### src/rtl/entrada_jogada_pkg.sv
// Shared encodings for the chess-trainer move entry: FSM states and keypad codes.
package entrada_jogada_pkg;

  typedef enum logic [3:0] {
    INICIAL = 4'd0,
    COLUNA  = 4'd1,
    FILEIRA = 4'd2,
    EMITE   = 4'd3
  } estado_t;

  localparam logic [3:0] TECLA_CANCELA = 4'hF;
  localparam logic [3:0] COORD_MAX     = 4'd7;

  function automatic logic coord_valida(input logic [3:0] t);
    return t <= COORD_MAX;
  endfunction

endpackage

### src/rtl/entrada_jogada_debounce.sv
// Keypad debouncer: one pulse per debounced press; a release must be seen (also debounced)
// before the next press is accepted, including right after reset.
module debounce_tecla #(
  parameter int DEBOUNCE_CICLOS = 4
) (
  input  logic clock,
  input  logic reset,
  input  logic nivel,
  output logic pulso
);

  localparam int CNT_W = (DEBOUNCE_CICLOS > 1) ? $clog2(DEBOUNCE_CICLOS) : 1;
  localparam logic [CNT_W-1:0] CNT_FIM = CNT_W'(DEBOUNCE_CICLOS - 1);

  logic [CNT_W-1:0] cnt_q, cnt_d;
  logic             pressionado_q, pressionado_d;
  logic             armado_q, armado_d;
  logic             alvo;

  // alvo is the level we are waiting to see stable: high only once armed and not already pressed
  always_comb begin
    alvo          = armado_q & ~pressionado_q;
    cnt_d         = '0;
    pressionado_d = pressionado_q;
    armado_d      = armado_q;
    pulso         = 1'b0;
    if (nivel == alvo) begin
      if (cnt_q == CNT_FIM) begin
        if (alvo) begin
          pressionado_d = 1'b1;
          pulso         = 1'b1;
        end else begin
          pressionado_d = 1'b0;
          armado_d      = 1'b1;
        end
      end else begin
        cnt_d = cnt_q + CNT_W'(1);
      end
    end
  end

  always_ff @(posedge clock) begin
    if (reset) begin
      cnt_q         <= '0;
      pressionado_q <= 1'b0;
      armado_q      <= 1'b0;
    end else begin
      cnt_q         <= cnt_d;
      pressionado_q <= pressionado_d;
      armado_q      <= armado_d;
    end
  end

endmodule

### src/rtl/entrada_jogada.sv
// Move entry: debounced column key then row key, emitted as a square with a one-cycle strobe.
// Optional FILEIRA timeout enabled by defining ENTRADA_TIMEOUT_EN.
module entrada_jogada
  import entrada_jogada_pkg::*;
#(
  parameter int DEBOUNCE_CICLOS = 4,
  parameter int TIMEOUT_CICLOS  = 5000
) (
  input  logic       clock,
  input  logic       reset,
  input  logic [3:0] tecla,
  input  logic       tecla_pressionada,
  input  logic       habilitar,
  output logic [3:0] jogadaColuna,
  output logic [3:0] jogadaFileira,
  output logic       temJogada,
  output logic       aguardandoFileira,
  output logic       erro_tecla,
  output logic       db_timeout,
  output logic [3:0] db_estado
);

  estado_t    estado_q, estado_d;
  logic [3:0] coluna_q, coluna_d;
  logic [3:0] jog_col_q, jog_col_d;
  logic [3:0] jog_fil_q, jog_fil_d;
  logic       erro_q, erro_d;
  logic       timeout_q, timeout_d;
  logic       aceita;
  logic       expira;

  debounce_tecla #(.DEBOUNCE_CICLOS(DEBOUNCE_CICLOS)) u_debounce (
    .clock (clock),
    .reset (reset),
    .nivel (tecla_pressionada),
    .pulso (aceita)
  );

`ifdef ENTRADA_TIMEOUT_EN
  localparam int TMO_W = (TIMEOUT_CICLOS > 1) ? $clog2(TIMEOUT_CICLOS) : 1;
  logic [TMO_W-1:0] tmo_q, tmo_d;

  always_comb begin
    expira = (estado_q == FILEIRA) && (tmo_q == TMO_W'(TIMEOUT_CICLOS - 1));
    tmo_d  = tmo_q + TMO_W'(1);
    if (estado_q != FILEIRA || aceita || expira) tmo_d = '0;
  end

  always_ff @(posedge clock) begin
    if (reset) tmo_q <= '0;
    else       tmo_q <= tmo_d;
  end
`else
  logic [31:0] unused_timeout_ciclos;
  assign unused_timeout_ciclos = TIMEOUT_CICLOS;
  assign expira = 1'b0;
`endif

  // habilitar low wins over everything, including a key accepted in the same cycle
  always_comb begin
    estado_d  = estado_q;
    coluna_d  = coluna_q;
    jog_col_d = jog_col_q;
    jog_fil_d = jog_fil_q;
    erro_d    = 1'b0;
    timeout_d = 1'b0;
    if (!habilitar) begin
      estado_d = INICIAL;
    end else begin
      unique case (estado_q)
        INICIAL: estado_d = COLUNA;
        COLUNA: begin
          if (aceita) begin
            if (coord_valida(tecla)) begin
              coluna_d = tecla;
              estado_d = FILEIRA;
            end else if (tecla != TECLA_CANCELA) begin
              erro_d = 1'b1;
            end
          end
        end
        FILEIRA: begin
          if (aceita) begin
            if (coord_valida(tecla)) begin
              jog_col_d = coluna_q;
              jog_fil_d = tecla;
              estado_d  = EMITE;
            end else if (tecla == TECLA_CANCELA) begin
              estado_d = COLUNA;
            end else begin
              erro_d = 1'b1;
            end
          end else if (expira) begin
            estado_d  = COLUNA;
            timeout_d = 1'b1;
          end
        end
        EMITE:   estado_d = COLUNA;
        default: estado_d = INICIAL;
      endcase
    end
  end

  always_ff @(posedge clock) begin
    if (reset) begin
      estado_q  <= INICIAL;
      coluna_q  <= '0;
      jog_col_q <= '0;
      jog_fil_q <= '0;
      erro_q    <= 1'b0;
      timeout_q <= 1'b0;
    end else begin
      estado_q  <= estado_d;
      coluna_q  <= coluna_d;
      jog_col_q <= jog_col_d;
      jog_fil_q <= jog_fil_d;
      erro_q    <= erro_d;
      timeout_q <= timeout_d;
    end
  end

  always_comb begin
    temJogada         = (estado_q == EMITE);
    aguardandoFileira = (estado_q == FILEIRA);
    db_estado         = estado_q;
    jogadaColuna      = jog_col_q;
    jogadaFileira     = jog_fil_q;
    erro_tecla        = erro_q;
    db_timeout        = timeout_q;
  end

endmodule

### config.mk
export PLATFORM = sky130hd
export DESIGN_NAME = entrada_jogada
export DESIGN_NICKNAME = d
export VERILOG_FILES = /design/src/rtl/entrada_jogada_pkg.sv /design/src/rtl/entrada_jogada_debounce.sv /design/src/rtl/entrada_jogada.sv
export SDC_FILE = /design/constraint.sdc
export NUM_CORES = 1
export LEC_CHECK = 0
export ABC_AREA = 1
export ABC_CLOCK_PERIOD_IN_PS = 1530
export CAP_MARGIN = 20
export CORE_MARGIN = 4
export CORE_UTILIZATION = 46
export CTS_CLUSTER_SIZE = 30
export DETAILED_ROUTE_END_ITERATION = 8
export HOLD_SLACK_MARGIN = 0.1
export PLACE_DENSITY = 0.77
export SLEW_MARGIN = 30
export SYNTH_ARGS = -nofsm -noshare
export SYNTH_HDL_FRONTEND = slang
export SYNTH_HIERARCHICAL = 1
export SYNTH_SLANG_ARGS = --single-unit
### constraint.sdc
create_clock -name clock -period 1.53 [get_ports clock]
set_input_delay 0.459 -clock clock [delete_from_list [all_inputs] [get_ports clock]]
set_output_delay 0.459 -clock clock [all_outputs]
set_load 0.02 [all_outputs]
# Word-level counts from Yosys, hierarchy flattened
# Index checks and enable logic that the tools add are counted.
word_totals:
  ff_bits: 21
classes:
  add_sub_neg: 1
  magnitude_cmp: 1
  n_eq_ne: 11
  n_mux: 16
  bitwise_logic: 5
  n_reduce_logical: 9
ops:
  columns: ["cell", "count"]
  rows:
  - ["4-bit 2-to-1 mux", 5]
  - ["4-bit one-hot mux with 3 select lines", 1]
  - ["4-bit AND reduction", 3]
  - ["1-bit 2-to-1 mux", 9]
  - ["4-bit by 2-bit equality test with 1-bit output, second input constant", 2]
  - ["4-bit by 1-bit equality test with 1-bit output, second input constant", 1]
  - ["4-bit equality test, second input constant", 1]
  - ["4-bit by 3-bit less-or-equal comparator with 1-bit output, second input constant", 1]
  - ["4-bit zero test", 1]
  - ["2-bit inequality test, second input constant", 2]
  - ["4-bit inequality test, second input constant", 1]
  - ["1-bit NOT", 4]
  - ["2-bit OR reduction", 2]
  - ["3-bit by 1-bit inequality test with 1-bit output, second input constant", 1]
  - ["3-bit AND reduction", 1]
  - ["3-bit OR reduction", 1]
  - ["2-bit by 1-bit adder with 2-bit output, second input constant", 1]
  - ["2-bit equality test, second input constant", 1]
  - ["2-bit by 1-bit inequality test with 1-bit output, second input constant", 1]
  - ["1-bit one-hot mux with 2 select lines", 1]
  - ["2-bit AND reduction", 1]
  - ["1-bit AND", 1]
  - ["1-bit equality test", 1]

# Depth between registers and ports, before layout
depth:
  word_depth: 7
  ltp_mapped: 9

# Modules after synthesis
# Netlist, hierarchy kept.
modules_own_cells:
  columns: ["module", "instances", "cells_each", "area_per_inst_um2"]
  rows:
  - ["entrada_jogada", 1, 86, 708.2]
  - ["debounce_tecla", 1, 23, 166.4]

# Least setup slack after synthesis
# No wires, ideal clock.
synth_timing:
  kind: "reg-to-reg"
  from: "reg estado_q[1] (netlist: db_estado[1])"
  to: "reg jog_col_q[1] (netlist: jogadaColuna[1])"
  setup_ns: 0.114
  arrival_time_ns: 1.317
  path_slack_ns: 0.099
  stages_incl_launch_ff: 7
  n_path_buf: 0
  synth_period_minus_slack_ns: 1.431
  path_cell_list: "dfxtp_1 ha_1 nand2_4 nor2_8 inv_8 nor2_2 nor2_2"
synth_between:
  elab_chain_cells: 2
synth_lines:
  columns: ["item", "line", "text"]
  rows:
  - ["start, declared", "entrada_jogada.sv:23", "estado_t estado_q, estado_d;"]
  - ["start signal, assigned", "entrada_jogada.sv:113", "estado_q <= estado_d;"]
  - ["4-bit by 2-bit equality test with 1-bit output", null, null]
  - ["via aguardandoFileira", "entrada_jogada.sv:17", "output logic aguardandoFileira,"]
  - ["4-bit AND reduction (no line)", null, null]
  - ["end signal, assigned", "entrada_jogada.sv:115", "jog_col_q <= jog_col_d;"]
  - ["end, declared", "entrada_jogada.sv:25", "logic [3:0] jog_col_q, jog_col_d;"]
# The timed path passes the listed nets, and every way through them passes these cells.
# A chain may end at the register's enable or synchronous reset.

# Worst setup path after layout
layout_timing:
  from: "reg estado_q[0] (netlist: db_estado[0])"
  to: "out aguardandoFileira"
layout_between:
  elab_chain_cells: 1
layout_lines:
  columns: ["item", "line", "text"]
  rows:
  - ["4-bit by 2-bit equality test with 1-bit output", "entrada_jogada.sv:124", "aguardandoFileira = (estado_q == FILEIRA);"]
  - ["end, declared", "entrada_jogada.sv:17", null]
# Every way passes these cells.

==> metrics.yaml <==
clock_network:
  cts_sinks: 19
  cts_buffers: 3
  cts-root-buf: "clkbuf_4"
  tritoncts: "done"
  insertion_delay_ns: 0.29
  clk_pin_slew_ns: 0.11
  cts_buffer_depth: 2
  htreeDepth: 1
  hold_buffers: 0
synth:
  syn_area_per_cell_um2: 8.02
  synth_seq_cells: 19
  synth_top_family_by_area: "simple AND/OR/NAND/NOR gates"
  yosys.area_share.xor_xnor_pct: 0
  yosysWarnings: 6
  netlist_instances: 109
  synthMuxAreaShare_pct: 0
  yosys-top-cells-area: "dfxtp_1 (43%), nor2_1 (8.6%), ha_1 (5.7%)"
  synth_area_leader_cell: "dfxtp_1"
  netlist.area_leader.share_pct: 43.5
  ys_seq_area_share_pct: 43.5
  synthAdderAreaFrac_pct: 5.72
  synth_area_um2: 875
  synth_compound_area_share_pct: 8.44
  synth_cell_types: 23
  synth-simple-area-share_pct: 31.5
global_routing:
  antenna_found_initial: 0
  grt_pass1_wl_mm: 3.51
  grt_overflow_total: 0
  grt_pass1_vias: 867
  grt_max_degree: 13
  grt_util_all_layers_pct: 17.5
worst_setup_path:
  reg2reg_slack_ns: 0.09
  required_ns: 1.07
  r2r-end: "db_estado[1]"
  cp_max_fo: 3
  critical-path-slowest-cell: "dfxtp_2"
  path_cells: "inv_2 > ha_2 > buf_6"
  end_kind: "output pin"
  crit_start: "db_estado[0]"
  cp-start-kind: "flip-flop"
  reg2reg_from: "u_debounce/cnt_q[0]"
  crit_type: "flip-flop to output pin"
  critical_path.max_stage_delay_ns: 0.36
  reg2reg_depth: 10
  cp.arrival_ns: 1.00
die:
  ios: 24
  die_h_um: 51.6
  initial_core_util_pct: 49.6
  core_area_mm2: 0.00176
  rows: 15
  die_w_um: 51.6
  dieArea_mm2: 0.00266
power_and_ir_drop:
  p_leak_nw: 0.668
  p_int_uw: 653
  pwr-share-clk_pct: 28.7
  peakVddDrop_uv: 557
  total_power_uw: 876
  power.density_mw_per_mm2: 697
  switching_share_pct: 25.4
  seq_power_share_pct: 57.9
  p_sw_uw: 223
  pwr-share-comb_pct: 13.4
hold_path:
  holdPathEnd: "jogadaFileira[3]"
  whs_path_depth: 2
  hp-class: "flip-flop to flip-flop"
  hold_start: "jogadaFileira[3]"
cells_and_area:
  synthToLayoutAreaGrowth_pct: 43.6
  multi_input_area_um2: 439
  drive_gt1_share_pct: 32.4
  final_area_mm2: 0.00126
  finalNonFillerCells: 173
  n_antenna_cell: 0
  regArea_um2: 384
  final_nets: 161
  fin_util_pct: 71.2
  fillers: 143
sta:
  timing.final.crit_period_ns: 1.46
  clock.fmax_mhz: 686
  hold_violations: 0
  setup_viol: 0
  setup_tns_ns: 0
  clock_skew_ns: 0.00115
  drv_slew: 0
  fin_ws_ns: 0.0720
  hold_slack_ns: 0.449
  layout_worst_path_cycle_share_pct: 95.3
run_status:
  outcome: "finished clean"
routing:
  drc: 0
  drtAntennaViolNets: 0
  vias: 825
  firstDrtPassIters: 4
  routedWlPerCell_um: 12.4
  avgViaCountPerCell: 4.77
  drt_iter0_markers: 20
  totalWireLength_mm: 2.15
placed_design:
  dp_cells: 161
  portBuffers: 20
  place_ws_ns: -0.383
  dpl-instance-area_mm2: 0.00117
  routabilityCongestion: 0.833
  dpl.hpwl_mm: 1.47
job:
  drv_cap: 0
-- cells in the final DEF (no fill, tap or decap), types with 2 or more instances in the layout --
master	n
dlygate4sd2_1	11
nor2_1	19
inv_2	4
dfxtp_1	16
nor2_2	7
o21ai_0	5
nand2_4	2
o21ai_1	6
clkdlybuf4s50_1	6
clkbuf_4	3
nand3_1	4
nand2_1	13
ha_1	2
buf_4	15
buf_2	2
inv_1	10
conb_1	3
nand4_1	2
dfxtp_2	3
a21oi_1	2
-- power by group through the flow --
stage / clock network (mW) / logic [mW] / registers (mW)
floorplan: 0 / 0.0548 / 0.520
global placement: 0 / 0.112 / 0.515
detailed placement: 0 / 0.115 / 0.516
CTS: 0.261 / 0.113 / 0.505
global route: 0.285 / 0.127 / 0.508
finish: 0.252 / 0.117 / 0.507
-- area by class of cell --
type	count	area share (%)
clock inverters	1	0.398
inverters	15	5.08
repair buffers	36	24.7
flip-flops and latches	19	30.6
clock buffers	3	1.79
well taps	25	2.49
multi-input cells	74	35.0
-- critical path, delay by kind of cell (launching register included) --
kind,cells,cell delay (ns)
fa+ha+maj,1,0.18
buf+inv,2,0.17
flops,1,0.36
-- sequential cells by signal, summed over array words and instances, names as in the netlist --
signal / count
coluna_q: 4
jogadaColuna: 4
jogadaFileira: 4
db_estado: 2
u_debounce/cnt_q: 2
erro_tecla: 1
u_debounce/armado_q: 1
u_debounce/pressionado_q: 1
-- layer usage --
metal,track usage (%),vias to the layer above,share of wire (%)
li1,-,414,-
met1,18.3,380,40
met2,31.8,23,52
met3,3.44,8,4.1
met4,10.9,0,3.3
met5,0,-,0
-- Yosys cell counts --
master    number
nor2_1        20
dfxtp_1       19
nand2_1       13
inv_1         12
nor2_2         6
o21ai_1        6
o21ai_0        5
ha_1           4
nand3_1        4
buf_4          3
a21oi_1        2
inv_2          2
nand2_4        2
nand4_1        2
a21oi_2        1
clkbuf_2       1
conb_1         1
inv_8          1
nand2_2        1
nand3_2        1
nor2_8         1
nor3_4         1
nor4_1         1
-- what timing repair did --
| action | in CTS | in global routing |
|---|---|---|
| endpoints found under the setup margin | 23 | 7 |
| pin swaps | 3 | 3 |
| resized for setup | 25 | 9 |
| cloned | 1 | 0 |
| setup buffers | 4 | 3 |
-- how the worst max path moves through the flow --
| stage | endpoint | slack [ns] | depth (start not counted) |
|---|---|---|---|
| 6_report | aguardandoFileira | 0.07 | 3 |
| 5_1_grt | db_estado[1] | -0.01 | 10 |
| 4_1_cts | aguardandoFileira | 0.003 | 3 |
| 3_5_place_dp | jogadaColuna[2] | -0.38 | 8 |
| 3_3_place_gp | jogadaColuna[0] | -0.32 | 8 |
| 2_1_floorplan | jogadaColuna[1] | 0.1 | 6 |
-- logic make-up after synthesis --
| family | after synthesis |
|---|---|
| fa+ha+maj | 4 |
| buf+inv | 19 |
| compound gates | 14 |
| simple gates | 52 |
| other cells | 1 |
| flops | 19 |
No activity file was read; power rests on OpenSTA's default activity.
